==> config.mk <==
export PLATFORM = sky130hd
export DESIGN_NAME = apb_ucpd_tx_sched
export DESIGN_NICKNAME = d
export VERILOG_FILES = /design/src/rtl/apb_ucpd_tx_sched.sv
export SDC_FILE = /design/constraint.sdc
export NUM_CORES = 1
export LEC_CHECK = 0
export CAP_MARGIN = 0
export CORE_MARGIN = 8
export CORE_UTILIZATION = 23
export CTS_CLUSTER_SIZE = 24
export DETAILED_ROUTE_END_ITERATION = 12
export PLACE_DENSITY = 0.45
export SYNTH_ARGS = -nofsm -noshare
export SYNTH_HDL_FRONTEND = slang
export SYNTH_SLANG_ARGS = --single-unit
==> constraint.sdc <==
create_clock -name ic_clk -period 2 [get_ports ic_clk]
set_clock_uncertainty 0.2 [all_clocks]
set_input_delay 0.3 -clock ic_clk [delete_from_list [all_inputs] [get_ports ic_clk]]
set_output_delay 0.3 -clock ic_clk [all_outputs]
set_load 0.01 [all_outputs]
==> src/rtl/apb_ucpd_tx_sched.sv <==
// UCPD TX scheduler: arbitrates message and hard/cable reset sends and steps through the gap, line-idle and TX phases.
// Optional TX watchdog: define UCPD_TX_TIMEOUT_EN.
module apb_ucpd_tx_sched #(
    parameter int TO_W    = 10,
    parameter int TO_HBIT = 1023
) (
    input  logic ic_clk,
    input  logic ic_rst_n,
    input  logic tx_req,
    input  logic hrst_req,
    input  logic rx_busy,
    input  logic ifrgap_en,
    input  logic transwin_en,
    input  logic hbit_clk_red,
    input  logic tx_eop_cmplt,
    input  logic tx_sop_rst_cmplt,
    output logic wait_en,
    output logic bmc_en,
    output logic transmit_en,
    output logic tx_hrst,
    output logic tx_msg_sent,
    output logic tx_hrst_sent,
    output logic tx_msg_disc,
    output logic tx_msg_abt,
    output logic tx_busy
);

    typedef enum logic [2:0] {
        ST_IDLE,
        ST_GAP,
        ST_LINE,
        ST_TX,
        ST_DONE
    } state_t;

    state_t state_q, state_d;
    logic   msg_pend_q, msg_pend_d;
    logic   hrst_pend_q, hrst_pend_d;
    logic   wait_en_q, wait_en_d;
    logic   bmc_en_q, bmc_en_d;
    logic   transmit_en_q, transmit_en_d;
    logic   tx_hrst_q, tx_hrst_d;
    logic   msg_sent_q, msg_sent_d;
    logic   hrst_sent_q, hrst_sent_d;
    logic   msg_disc_q, msg_disc_d;
    logic   msg_abt_q, msg_abt_d;
    logic   busy_q, busy_d;
    logic   preempt;
    logic   cmplt;

`ifdef UCPD_TX_TIMEOUT_EN
    localparam logic [TO_W-1:0] ToLimit = TO_W'(TO_HBIT);
    localparam logic [TO_W-1:0] ToLast  = TO_W'(TO_HBIT - 1);
    logic [TO_W-1:0] to_cnt_q, to_cnt_d;
`endif

    // A hard reset request only pre-empts when the transfer in flight is a message.
    assign preempt = !tx_hrst_q && hrst_req;
    assign cmplt   = tx_hrst_q ? tx_sop_rst_cmplt : tx_eop_cmplt;

    always_comb begin
        state_d       = state_q;
        msg_pend_d    = msg_pend_q | tx_req;
        hrst_pend_d   = hrst_pend_q | hrst_req;
        wait_en_d     = wait_en_q;
        bmc_en_d      = bmc_en_q;
        transmit_en_d = transmit_en_q;
        tx_hrst_d     = tx_hrst_q;
        msg_sent_d    = 1'b0;
        hrst_sent_d   = 1'b0;
        msg_disc_d    = 1'b0;
        msg_abt_d     = 1'b0;
`ifdef UCPD_TX_TIMEOUT_EN
        to_cnt_d      = to_cnt_q;
`endif
        case (state_q)
            ST_IDLE: begin
                if (hrst_pend_q || msg_pend_q) begin
                    state_d       = ST_GAP;
                    tx_hrst_d     = hrst_pend_q;
                    wait_en_d     = 1'b1;
                    bmc_en_d      = 1'b0;
                    transmit_en_d = 1'b0;
                end
            end
            ST_GAP, ST_LINE: begin
                if (preempt) begin
                    state_d    = ST_GAP;
                    msg_disc_d = 1'b1;
                    msg_pend_d = tx_req;
                    tx_hrst_d  = 1'b1;
                    wait_en_d  = 1'b1;
                    bmc_en_d   = 1'b0;
                end else if (state_q == ST_GAP) begin
                    if (ifrgap_en) begin
                        state_d   = ST_LINE;
                        wait_en_d = 1'b0;
                        bmc_en_d  = 1'b0;
                    end
                end else if (!tx_hrst_q && rx_busy) begin
                    state_d    = ST_IDLE;
                    msg_disc_d = 1'b1;
                    msg_pend_d = tx_req;
                    wait_en_d  = 1'b0;
                    bmc_en_d   = 1'b0;
                    tx_hrst_d  = 1'b0;
                end else if (transwin_en) begin
                    state_d       = ST_TX;
                    transmit_en_d = 1'b1;
                    bmc_en_d      = 1'b1;
`ifdef UCPD_TX_TIMEOUT_EN
                    to_cnt_d      = '0;
`endif
                end
            end
            ST_TX: begin
                if (cmplt) begin
                    state_d       = ST_DONE;
                    transmit_en_d = 1'b0;
                    bmc_en_d      = 1'b0;
                    tx_hrst_d     = 1'b0;
                    if (tx_hrst_q) begin
                        hrst_sent_d = 1'b1;
                        hrst_pend_d = hrst_req;
                    end else begin
                        msg_sent_d = 1'b1;
                        msg_pend_d = tx_req;
                    end
                end else if (preempt) begin
                    state_d       = ST_GAP;
                    msg_abt_d     = 1'b1;
                    msg_pend_d    = tx_req;
                    tx_hrst_d     = 1'b1;
                    transmit_en_d = 1'b0;
                    bmc_en_d      = 1'b0;
                    wait_en_d     = 1'b1;
`ifdef UCPD_TX_TIMEOUT_EN
                end else if (hbit_clk_red) begin
                    if (to_cnt_q != ToLimit) begin
                        to_cnt_d = to_cnt_q + 1'b1;
                    end
                    // The strobe that brings the count to the limit ends the transfer.
                    if (to_cnt_q == ToLast) begin
                        state_d       = ST_DONE;
                        transmit_en_d = 1'b0;
                        bmc_en_d      = 1'b0;
                        tx_hrst_d     = 1'b0;
                        if (tx_hrst_q) begin
                            hrst_pend_d = hrst_req;
                        end else begin
                            msg_abt_d  = 1'b1;
                            msg_pend_d = tx_req;
                        end
                    end
`endif
                end
            end
            ST_DONE: begin
                state_d = ST_IDLE;
            end
            default: begin
                state_d = ST_IDLE;
            end
        endcase
        busy_d = (state_d != ST_IDLE);
    end

    always_ff @(posedge ic_clk or negedge ic_rst_n) begin
        if (!ic_rst_n) begin
            state_q       <= ST_IDLE;
            msg_pend_q    <= 1'b0;
            hrst_pend_q   <= 1'b0;
            wait_en_q     <= 1'b0;
            bmc_en_q      <= 1'b0;
            transmit_en_q <= 1'b0;
            tx_hrst_q     <= 1'b0;
            msg_sent_q    <= 1'b0;
            hrst_sent_q   <= 1'b0;
            msg_disc_q    <= 1'b0;
            msg_abt_q     <= 1'b0;
            busy_q        <= 1'b0;
`ifdef UCPD_TX_TIMEOUT_EN
            to_cnt_q      <= '0;
`endif
        end else begin
            state_q       <= state_d;
            msg_pend_q    <= msg_pend_d;
            hrst_pend_q   <= hrst_pend_d;
            wait_en_q     <= wait_en_d;
            bmc_en_q      <= bmc_en_d;
            transmit_en_q <= transmit_en_d;
            tx_hrst_q     <= tx_hrst_d;
            msg_sent_q    <= msg_sent_d;
            hrst_sent_q   <= hrst_sent_d;
            msg_disc_q    <= msg_disc_d;
            msg_abt_q     <= msg_abt_d;
            busy_q        <= busy_d;
`ifdef UCPD_TX_TIMEOUT_EN
            to_cnt_q      <= to_cnt_d;
`endif
        end
    end

    assign wait_en      = wait_en_q;
    assign bmc_en       = bmc_en_q;
    assign transmit_en  = transmit_en_q;
    assign tx_hrst      = tx_hrst_q;
    assign tx_msg_sent  = msg_sent_q;
    assign tx_hrst_sent = hrst_sent_q;
    assign tx_msg_disc  = msg_disc_q;
    assign tx_msg_abt   = msg_abt_q;
    assign tx_busy      = busy_q;

endmodule

==> summary.md <==
| Metric | Value |
|---|---|
| Post-Syn Nets | `89` |
| Power, Total | `roughly 1.7 mW` |
| Congestion Overflow GR | `0` |
| Syn Inst Count | `79` |
| Hold slack | `0.0890 ns` |
| Setup crit start | `tx_hrst` |
| Worst reg2reg setup slack | `0.11 ns` |
| Crit Path Category | `flip-flop to flip-flop` |
| WP data arrival | `around 1.9 ns` |
| Netlist cell types | `37` |
| CTS buffer count | `3` |
| First-pass GRT wire length | `between 3000 and 4000 µm` |
| Worst slew pin tran | `0.316 ns` |
| DRC violations left | `0` |
| Fill count | `392` |
| Leak pwr | `0.526 nW` |
| Clock Latency Late Sink | `0.30 ns` |
| Antenna diodes | `0` |
| Io pins | `19` |
| FF-to-FF End | `wait_en` |
| GP Congestion | `roughly 0.79` |
| Design area | `0.00123 mm²` |
| Fin nets | `130` |
| Worst r2r path cells | `4` |
| Synth Register Bits | `14` |
| Worst setup EP type | `flip-flop` |
| Clock sink count | `14` |
| Async S/R FF share, synth | `100%` |
| Post-synthesis cell area | `815 µm²` |
| Post-route ant nets | `0` |
| CTS Hold Bufs | `0` |
| Iter 0 DRT Violations | `31` |
| # rows | `21` |
| H-tree depth | `1` |
| Port bufs | `17` |
| Fmax | `530 MHz` |
| Reg clk slew, reported paths | `~0.1 ns` |
| Hold WC Path Type | `primary input to async pin` |
| Total Wirelength | `2250 µm` |
| Vias in the first global route | `roughly 820` |
| Post-CTS Setup Inserts | `0` |
| Largest net degree at the start of global routing | `15` |
| Antenna violations before repair | `0` |
| Final worst-path cycle share | `94.4%` |
| Slew margin rel. | `between 70% and 80%` |
| CP required | `1.99 ns` |
| Final worst setup slack | `0.112 ns` |
| Post-synth EDFFs | `0` |
| Final Slew Violations | `0` |
| Via Count | `739` |
| RR Startpoint | `tx_hrst` |
| First-pass iteration count of the detailed router | `4` |
| Final Non-Filler Cells | `165` |
| DP Worst Slack | `-0.147 ns` |
| Final setup violation count | `0` |
| GRT Overall Usage | `9.05%` |
| CP max FO | `10` |
| Core area | `between 0.003 and 0.004 mm²` |
| Root Driver | `clkbuf_4` |
| Fin. Hold Viols | `0` |
| Max Root-Sink Buffers | `2` |
| Area grow syn2layout | `50.8%` |
| Die H | `75.5 µm` |
| Seq/Total Area, Yosys | `43.0%` |
| Synth Flop Type | `dfrtp_1` |
| Syn_area_per_cell | `between 10 and 15 µm²` |
| Die ar. | `around 0.0057 mm²` |
| Cell area power density | `1410 mW/mm²` |
| Initial Util | `between 20% and 30%` |
| Final core occ | `approximately 37%` |
| Reg area | `353 µm²` |
| CTS tree | `yes` |
| VDD IR-drop max | `0.353 mV` |
| Placed inst area | `0.00118 mm²` |
| Placed Instances | `between 150 and 200` |
| CTS-repair resized insts | `1` |
| Status | `finished clean` |
| Commonest non-fill, non-tap cell in the layout | `buf_4` |
| Average wire per standard cell | `13.6 µm` |
| Post-DP HPWL | `1810 µm` |
| Share of post-route cells with drive strength above 1 | `32.8%` |
| Synth warn | `0` |
| Area occupied by multi-input gates | `428 µm²` |
| Worst setup SP type | `flip-flop` |
| Width of the die | `75.5 µm` |
| Via/cell ratio | `between 4 and 5` |
| Post-route minimum period | `1.89 ns` |
| Fin Setup TNS | `0 ns` |
| RSZ-0062 raised after global routing | `false` |
| Max Cap Viol | `0` |
| Most frequent cells in the layout | `buf_4 (23), clkdlybuf4s50_1 (17), dfrtp_1 (12), nor2_1 (7), o21ai_0 (5)` |
==> cell families (layout without fill, tap and decap cells) <==
| group | count (synthesis) | count (layout) | synth area share [%] |
|---|---|---|---|
| flops | 14 | 14 | 43.0 |
| simple gates | 30 | 30 | 22.6 |
| compound gates | 24 | 24 | 22.7 |
| mux | 4 | 4 | 6.30 |
| buf+inv | 7 | 47 | 5.38 |
==> worst max path at each step <==
stage,endpoint,slack [ns],depth (start not counted)
after floorplan,wait_en,0.13,5
after global placement,wait_en,-0.15,5
after detailed placement,wait_en,-0.15,5
after CTS,wait_en,0.03,4
after global routing,tx_busy,0.01,5
final,wait_en,0.11,4
==> per-layer routing <==
metal / track usage (%) / share of wire [%] / vias up / routed length (µm)
li1: - / - / 374 / -
met1: 10.1 / 46 / 347 / 1040
met2: 14.9 / 47 / 14 / 1050
met3: 2.89 / 6.2 / 4 / 140
met4: 5.12 / 1.1 / 0 / 25
met5: 0 / 0 / - / 0
==> synth_stat cells (2+ instances only) <==
| master | n | share of area, % |
|---|---|---|
| nand3b_1 | 2 | 1.8 |
| nand2_1 | 4 | 1.8 |
| nor3_1 | 2 | 1.2 |
| o21ai_0 | 5 | 3.1 |
| mux2_2 | 2 | 2.8 |
| a21oi_1 | 3 | 1.8 |
| dfrtp_1 | 14 | 43 |
| buf_6 | 2 | 2.8 |
| o41ai_1 | 2 | 2.2 |
| inv_1 | 3 | 1.4 |
| o21bai_1 | 2 | 1.8 |
| nor2_1 | 7 | 3.2 |
| nand2b_1 | 4 | 3.1 |
| a21o_1 | 2 | 1.8 |
| buf_2 | 2 | 1.2 |
| a31oi_1 | 2 | 1.5 |
==> worst max-delay path, stage by stage (launching register included) <==
cell and delay [ns]:
dfrtp_2 0.48, and2b_1 0.24, or4_4 0.42, nand4_1 0.11, mux2_2 0.34
==> registers in the layout, summed over array words and instances, names as in the netlist <==
name,flops
bmc_en,1
tx_msg_abt,1
state_q,3
tx_busy,1
tx_hrst,1
tx_msg_sent,1
wait_en,1
transmit_en,1
tx_msg_disc,1
msg_pend_q,1
hrst_pend_q,1
tx_hrst_sent,1
==> layout make-up <==
class                      instances  area share, %
multi-input combinational         58           34.8
tap                               46           4.68
sequential                        14           28.7
inverter                           3          0.916
timing repair buffer              40           27.9
clock buffer                       4           2.95
==> where the power goes <==
part	switching, mW	internal (mW)
registers	0.117	0.388
logic	0.411	0.604
clock network	0.106	0.111
total	0.634	1.10
Note: power is estimated with default switching activity, not from simulation.
